File: src/rtl/acesso_memoria_pkg.sv
// Shared encodings for the data-memory access sequencer: load/store opcodes,
// sequencer states and the maximum supported read latency.
package acesso_memoria_pkg;

  localparam logic [2:0] OP_LW = 3'b000;
  localparam logic [2:0] OP_LB = 3'b001;
  localparam logic [2:0] OP_LH = 3'b010;
  localparam logic [2:0] OP_SH = 3'b011;
  localparam logic [2:0] OP_SB = 3'b100;
  localparam logic [2:0] OP_SW = 3'b101;

  localparam int LAT_MAX = 15;

  typedef enum logic [1:0] {
    OCIOSO,
    LEITURA,
    ESCRITA,
    RESPOSTA
  } estado_t;

  function automatic logic op_invalido(input logic [2:0] op);
    return op > OP_SW;
  endfunction

  function automatic logic op_carga(input logic [2:0] op);
    return (op == OP_LW) || (op == OP_LB) || (op == OP_LH);
  endfunction

endpackage

File: src/rtl/acesso_memoria_dados_mesclador.sv
// Lane logic for the data-memory sequencer: store-word merge and load extension.
// Define ACESSO_MEMORIA_SINAL_EN to sign-extend LB/LH instead of zero-extending.
module mesclador_palavra
  import acesso_memoria_pkg::*;
(
  input  logic [2:0]  op,
  input  logic [31:0] palavra,
  input  logic [31:0] dado_b,
  output logic [31:0] palavra_escrita,
  output logic [31:0] palavra_carga
);

  // Sub-word stores keep the untouched upper lanes of the word just read.
  always_comb begin
    palavra_escrita = dado_b;
    case (op)
      OP_SH:   palavra_escrita = {palavra[31:16], dado_b[15:0]};
      OP_SB:   palavra_escrita = {palavra[31:8], dado_b[7:0]};
      default: palavra_escrita = dado_b;
    endcase
  end

  always_comb begin
    palavra_carga = palavra;
    case (op)
`ifdef ACESSO_MEMORIA_SINAL_EN
      OP_LB:   palavra_carga = {{24{palavra[7]}}, palavra[7:0]};
      OP_LH:   palavra_carga = {{16{palavra[15]}}, palavra[15:0]};
`else
      OP_LB:   palavra_carga = {24'h0, palavra[7:0]};
      OP_LH:   palavra_carga = {16'h0, palavra[15:0]};
`endif
      default: palavra_carga = palavra;
    endcase
  end

endmodule

File: src/rtl/acesso_memoria_dados.sv
// Load/store sequencer between the CPU datapath and a fixed-latency synchronous
// data memory. Optional macro ACESSO_MEMORIA_SINAL_EN selects signed LB/LH.
module acesso_memoria_dados
  import acesso_memoria_pkg::*;
#(
  parameter int LAT_LEITURA = 1
) (
  input  logic        clk,
  input  logic        reset_n,
  input  logic        req,
  input  logic [2:0]  op,
  input  logic [31:0] endereco,
  input  logic [31:0] dado_escrita,
  output logic [31:0] dado_leitura,
  output logic        pronto,
  output logic        erro,
  output logic        ocupado,
  output logic [31:0] mem_endereco,
  output logic        mem_rd,
  output logic        mem_wr,
  output logic [31:0] mem_wdata,
  input  logic [31:0] mem_rdata
);

  localparam logic [3:0] CONT_INI = 4'(LAT_LEITURA - 1);

  estado_t     estado;
  estado_t     prox_estado;
  logic [2:0]  op_reg;
  logic [31:0] end_reg;
  logic [31:0] dado_reg;
  logic [31:0] palavra_reg;
  logic [3:0]  cont;
  logic        erro_reg;
  logic [31:0] palavra_mescla;
  logic [31:0] palavra_escrita;
  logic [31:0] palavra_carga;

  // Load extension works on the live memory word so the result is ready on entry
  // to RESPOSTA; the store merge uses the word captured at the end of LEITURA.
  assign palavra_mescla = (estado == LEITURA) ? mem_rdata : palavra_reg;

  mesclador_palavra u_mesclador (
    .op              (op_reg),
    .palavra         (palavra_mescla),
    .dado_b          (dado_reg),
    .palavra_escrita (palavra_escrita),
    .palavra_carga   (palavra_carga)
  );

  always_comb begin
    prox_estado = estado;
    case (estado)
      OCIOSO: begin
        if (req) begin
          if (op_invalido(op))    prox_estado = RESPOSTA;
          else if (op == OP_SW)   prox_estado = ESCRITA;
          else                    prox_estado = LEITURA;
        end
      end
      LEITURA: begin
        if (cont == 4'd0) prox_estado = op_carga(op_reg) ? RESPOSTA : ESCRITA;
      end
      ESCRITA:  prox_estado = RESPOSTA;
      RESPOSTA: prox_estado = OCIOSO;
      default:  prox_estado = OCIOSO;
    endcase
  end

  always_comb begin
    mem_rd       = (estado == LEITURA);
    mem_wr       = (estado == ESCRITA);
    mem_endereco = (mem_rd || mem_wr) ? end_reg : 32'h0;
    mem_wdata    = mem_wr ? palavra_escrita : 32'h0;
    pronto       = (estado == RESPOSTA);
    erro         = pronto && erro_reg;
    ocupado      = (estado != OCIOSO);
  end

  always_ff @(posedge clk or negedge reset_n) begin
    if (!reset_n) begin
      estado       <= OCIOSO;
      op_reg       <= 3'b000;
      end_reg      <= 32'h0;
      dado_reg     <= 32'h0;
      palavra_reg  <= 32'h0;
      cont         <= 4'd0;
      erro_reg     <= 1'b0;
      dado_leitura <= 32'h0;
    end else begin
      estado <= prox_estado;
      case (estado)
        OCIOSO: begin
          if (req) begin
            op_reg   <= op;
            end_reg  <= endereco;
            dado_reg <= dado_escrita;
            erro_reg <= op_invalido(op);
            cont     <= CONT_INI;
          end
        end
        LEITURA: begin
          if (cont == 4'd0) begin
            palavra_reg <= mem_rdata;
            if (op_carga(op_reg)) dado_leitura <= palavra_carga;
          end else begin
            cont <= cont - 4'd1;
          end
        end
        default: begin
        end
      endcase
    end
  end

endmodule

File: config.mk
export PLATFORM = sky130hd
export DESIGN_NAME = acesso_memoria_dados
export DESIGN_NICKNAME = d
export VERILOG_FILES = /design/src/rtl/acesso_memoria_pkg.sv /design/src/rtl/acesso_memoria_dados_mesclador.sv /design/src/rtl/acesso_memoria_dados.sv
export SDC_FILE = /design/constraint.sdc
export NUM_CORES = 1
export LEC_CHECK = 0
export BUFFER_PORTS_ARGS = -buffer_cell sky130_fd_sc_hd__buf_2
export CAP_MARGIN = 25
export CORE_MARGIN = 1.5
export CORE_UTILIZATION = 54
export CTS_BUF_LIST = sky130_fd_sc_hd__clkbuf_16
export CTS_CLUSTER_DIAMETER = 150
export DETAILED_ROUTE_END_ITERATION = 8
export PLACE_DENSITY_LB_ADDON = 0.05
export SLEW_MARGIN = 30
export SYNTH_ARGS = -nofsm -noshare
export SYNTH_HDL_FRONTEND = slang
export SYNTH_SLANG_ARGS = --single-unit
File: constraint.sdc
create_clock -name clk -period 3.2 [get_ports clk]
set_input_delay 0.16 -clock clk [delete_from_list [all_inputs] [get_ports clk]]
set_output_delay 0.16 -clock clk [all_outputs]
set_load 0.02 [all_outputs]
==> results.py <==
metrics = {
    "sta": {
        "finalSetupViolations": 0,
        "maxSlewViolCount": 0,
        "skew_ps": 10.1,
        "slew_headroom": 0.357,
        "fin_crit_sh": 0.802,
        "hold_viol_final": 0,
        "clock.fmax_mhz": 390,
        "tightest_slew_ps": 965,
        "timing.setup.tns_ps": 0,
        "setup_ws_ps": 634,
        "rsz0062_at_grt": "false",
        "whs_ps": 18.6,
        "finalCriticalPeriod_ps": 2570,
    },
    "grt": {
        "grt_max_degree": 124,
        "grt_pass1_wl_um": 23900,
        "grt_util_all_layers": 0.267,
        "antenna_found_initial": 0,
        "gr-total-overflow": 0,
        "grt_pass1_vias": 4867,
    },
    "finish": {
        "final.fill_count": 661,
        "multi_input_area_sq_um": 2540,
        "ff_latch_area_sq_um": 3250,
        "drive_gt1_frac": 0.462,
        "nNetsFinal": 845,
        "area_growth_pct": 43.4,
        "antennaDiodeCount": 0,
    },
    "setup_path": {
        "critPathSlowestCell": "buf_4",
        "start_kind": "flop",
        "crit_chain": "inv_1 > ha_2 > buf_4 > mux2i_1 > nand2_1 > o211a_1 > buf_2",
        "crit_fanout": 30,
        "worst_setup_path_end_kind": "output port",
        "cpPeakStageDelay_ps": 470,
        "crit_required_ps": 3040,
        "critPathKind": "reg -> out",
        "worstPathArrival_ps": 2410,
        "reg2reg_depth": 6,
    },
    "routing": {
        "viasPerCell": 5.28,
        "finalWirelength_um": 14900,
        "antenna_left": 0,
        "num_vias": 4691,
        "drt_iter0_drc": 238,
        "drc": 0,
        "drt_first_pass_iters": 4,
        "routedWlPerCell_um": 16.7,
    },
    "placement": {
        "place_congestion": 0.758,
        "dp_slack_ps": 988,
        "dp_hpwl_um": 9200,
        "placement.io_buffers": 202,
    },
    "synth": {
        "yosys_warnings": 0,
        "ys_seq_elements": 130,
        "synthDistinctLibCells": 32,
        "netlist_instances": 450,
        "syn_area_per_cell_sq_um": 13.2,
        "netlist_area_sq_um": 5950,
        "synth_area_leader_cell": "dfrtp_1",
        "synth_most_common_cell": "dfrtp_1",
        "synth_flop_cell": "dfrtp_1",
        "synth_common_cells": "130 x dfrtp_1, 99 x mux2_2, 42 x and2_1, 33 x nand2_1",
        "yosysTopAreaCellShare": 0.547,
        "synthArstFlopShare": 1.00,
        "syn_nets": 559,
        "synth_edf_count": 0,
        "yosysSeqAreaShare": 0.547,
        "synthTopCellsByArea": "dfrtp_1 55%, mux2_2 19%, and2_1 4.4%",
    },
    "clock_network": {
        "max-clock-path-buffers": 2,
        "insertion_delay_ps": 410,
        "clkSlewWorstSetupHoldPaths_ps": 60,
        "cts-resized-gates": 0,
        "cts_tree": "built",
        "cts_buffers": 17,
        "cts_hold_buf": 86,
        "post-cts-setup-buffers": 0,
        "cts_root_buf": "clkbuf_16",
        "cts_sinks": 130,
        "htreeDepth": 4,
    },
    "hold_path": {
        "whs_path_depth": 2,
        "hold_class": "in -> reg",
    },
    "floorplanning": {
        "core-area_sq_um": 10800,
        "die_x_um": 108,
        "die_h_um": 108,
        "die-area_sq_um": 11700,
        "rows": 38,
        "start_util": 0.551,
        "io_pins": 203,
    },
    "power_and_ir_drop": {
        "swShare": 0.394,
        "seq_power_share": 0.318,
        "p_leak_uw": 0.00438,
        "peakVddDrop_uv": 649,
        "pwr-share-comb": 0.479,
        "pwr_density_cell_nw_per_um2": 1080,
        "clkPwrFrac": 0.203,
        "p_int_uw": 5570,
        "p_switching_uw": 3620,
    },
    "run_status": {
        "outcome": "finished, final reports clean",
    },
    "run": {
        "maxCapViolCount": 0,
    },
}
## per-stage QoR
| step | cells | total power, uW | cell area, sq um | utilization |
|---|---|---|---|---|
| 3_5_place_dp | 770 | 7230 | 7080 | 0.656 |
| 2_1_floorplan | 450 | 5940 | 5950 | - |
| 4_1_cts | 888 | 9210 | 8510 | 0.788 |
| 3_3_place_gp | 770 | 7090 | 7070 | 0.655 |
| 6_report | 889 | 9190 | 8530 | 0.791 |
| 5_1_grt | 889 | 9760 | 8530 | 0.791 |
## cell type report
type                    count  share of cell area
clock inverters            15              0.0166
inverters                   9             0.00396
well taps                 140              0.0205
clock buffers              17              0.0499
multi-input cells         282               0.298
flip-flops and latches    130               0.381
repair buffers            296               0.230
## per-layer routing
metal | GRT usage | part of all wire | up-vias
met5 | 0 | 0 | -
met4 | 0.0808 | 0.015 | 0
met3 | 0.0808 | 0.059 | 22
met2 | 0.451 | 0.51 | 151
met1 | 0.331 | 0.42 | 2341
li1 | - | - | 2177
## final timing paths
kind,from,slack [ps],end
worst max-delay path,estado[1],630,mem_wdata[21]
worst min-delay path,mem_rdata[21],20,dado_leitura[21]
worst max register to register,cont[0],970,dado_leitura[20]
worst min register to register,erro_reg,480,erro_reg
max in group asynchronous,reset_n,2080,palavra_reg[31]
min in group asynchronous,reset_n,240,dado_reg[24]
## power by group through the flow
stage	combinational (uW)	sequential, uW	clock [uW]
after global placement	4200	2880	0
after CTS	4400	2920	1890
after floorplan	2890	3050	0
final	4400	2920	1860
after detailed placement	4290	2940	0
after global routing	4750	3030	1970
## worst max-delay path: cells and delay by family, from the launching register on
family                   cells  cell delay, ps
buffers and inverters        3             750
flip-flops                   1             410
multiplexers                 1             310
adder cells (fa/ha/maj)      1             290
AO/OA/AOI/OAI                1             160
AND/OR/NAND/NOR              1              90
## layout by cell type, fill, tap and decap left out, types with 17 or more instances in the layout
cell type,instances
dfrtp_1,130
and2_1,42
nand2_1,32
dlygate4sd3_1,86
buf_2,201
clkbuf_16,17
o211a_1,24
mux2_2,99
a22o_1,25
mux2i_1,25
## logic make-up (layout without fill, tap and decap cells)
group / after synthesis / count (layout) / synth area share
AOI/OAI and AO/OA: 65 / 65 / 0.0976
adders and majority gates: 7 / 7 / 0.0147
DFF: 130 / 130 / 0.547
buffers and inverters: 38 / 337 / 0.0284
and+or+nand+nor: 85 / 85 / 0.0818
xor gates and xnor gates: 1 / 1 / 0.00147
muxes: 124 / 124 / 0.229
(Power assumes the default switching activity.)
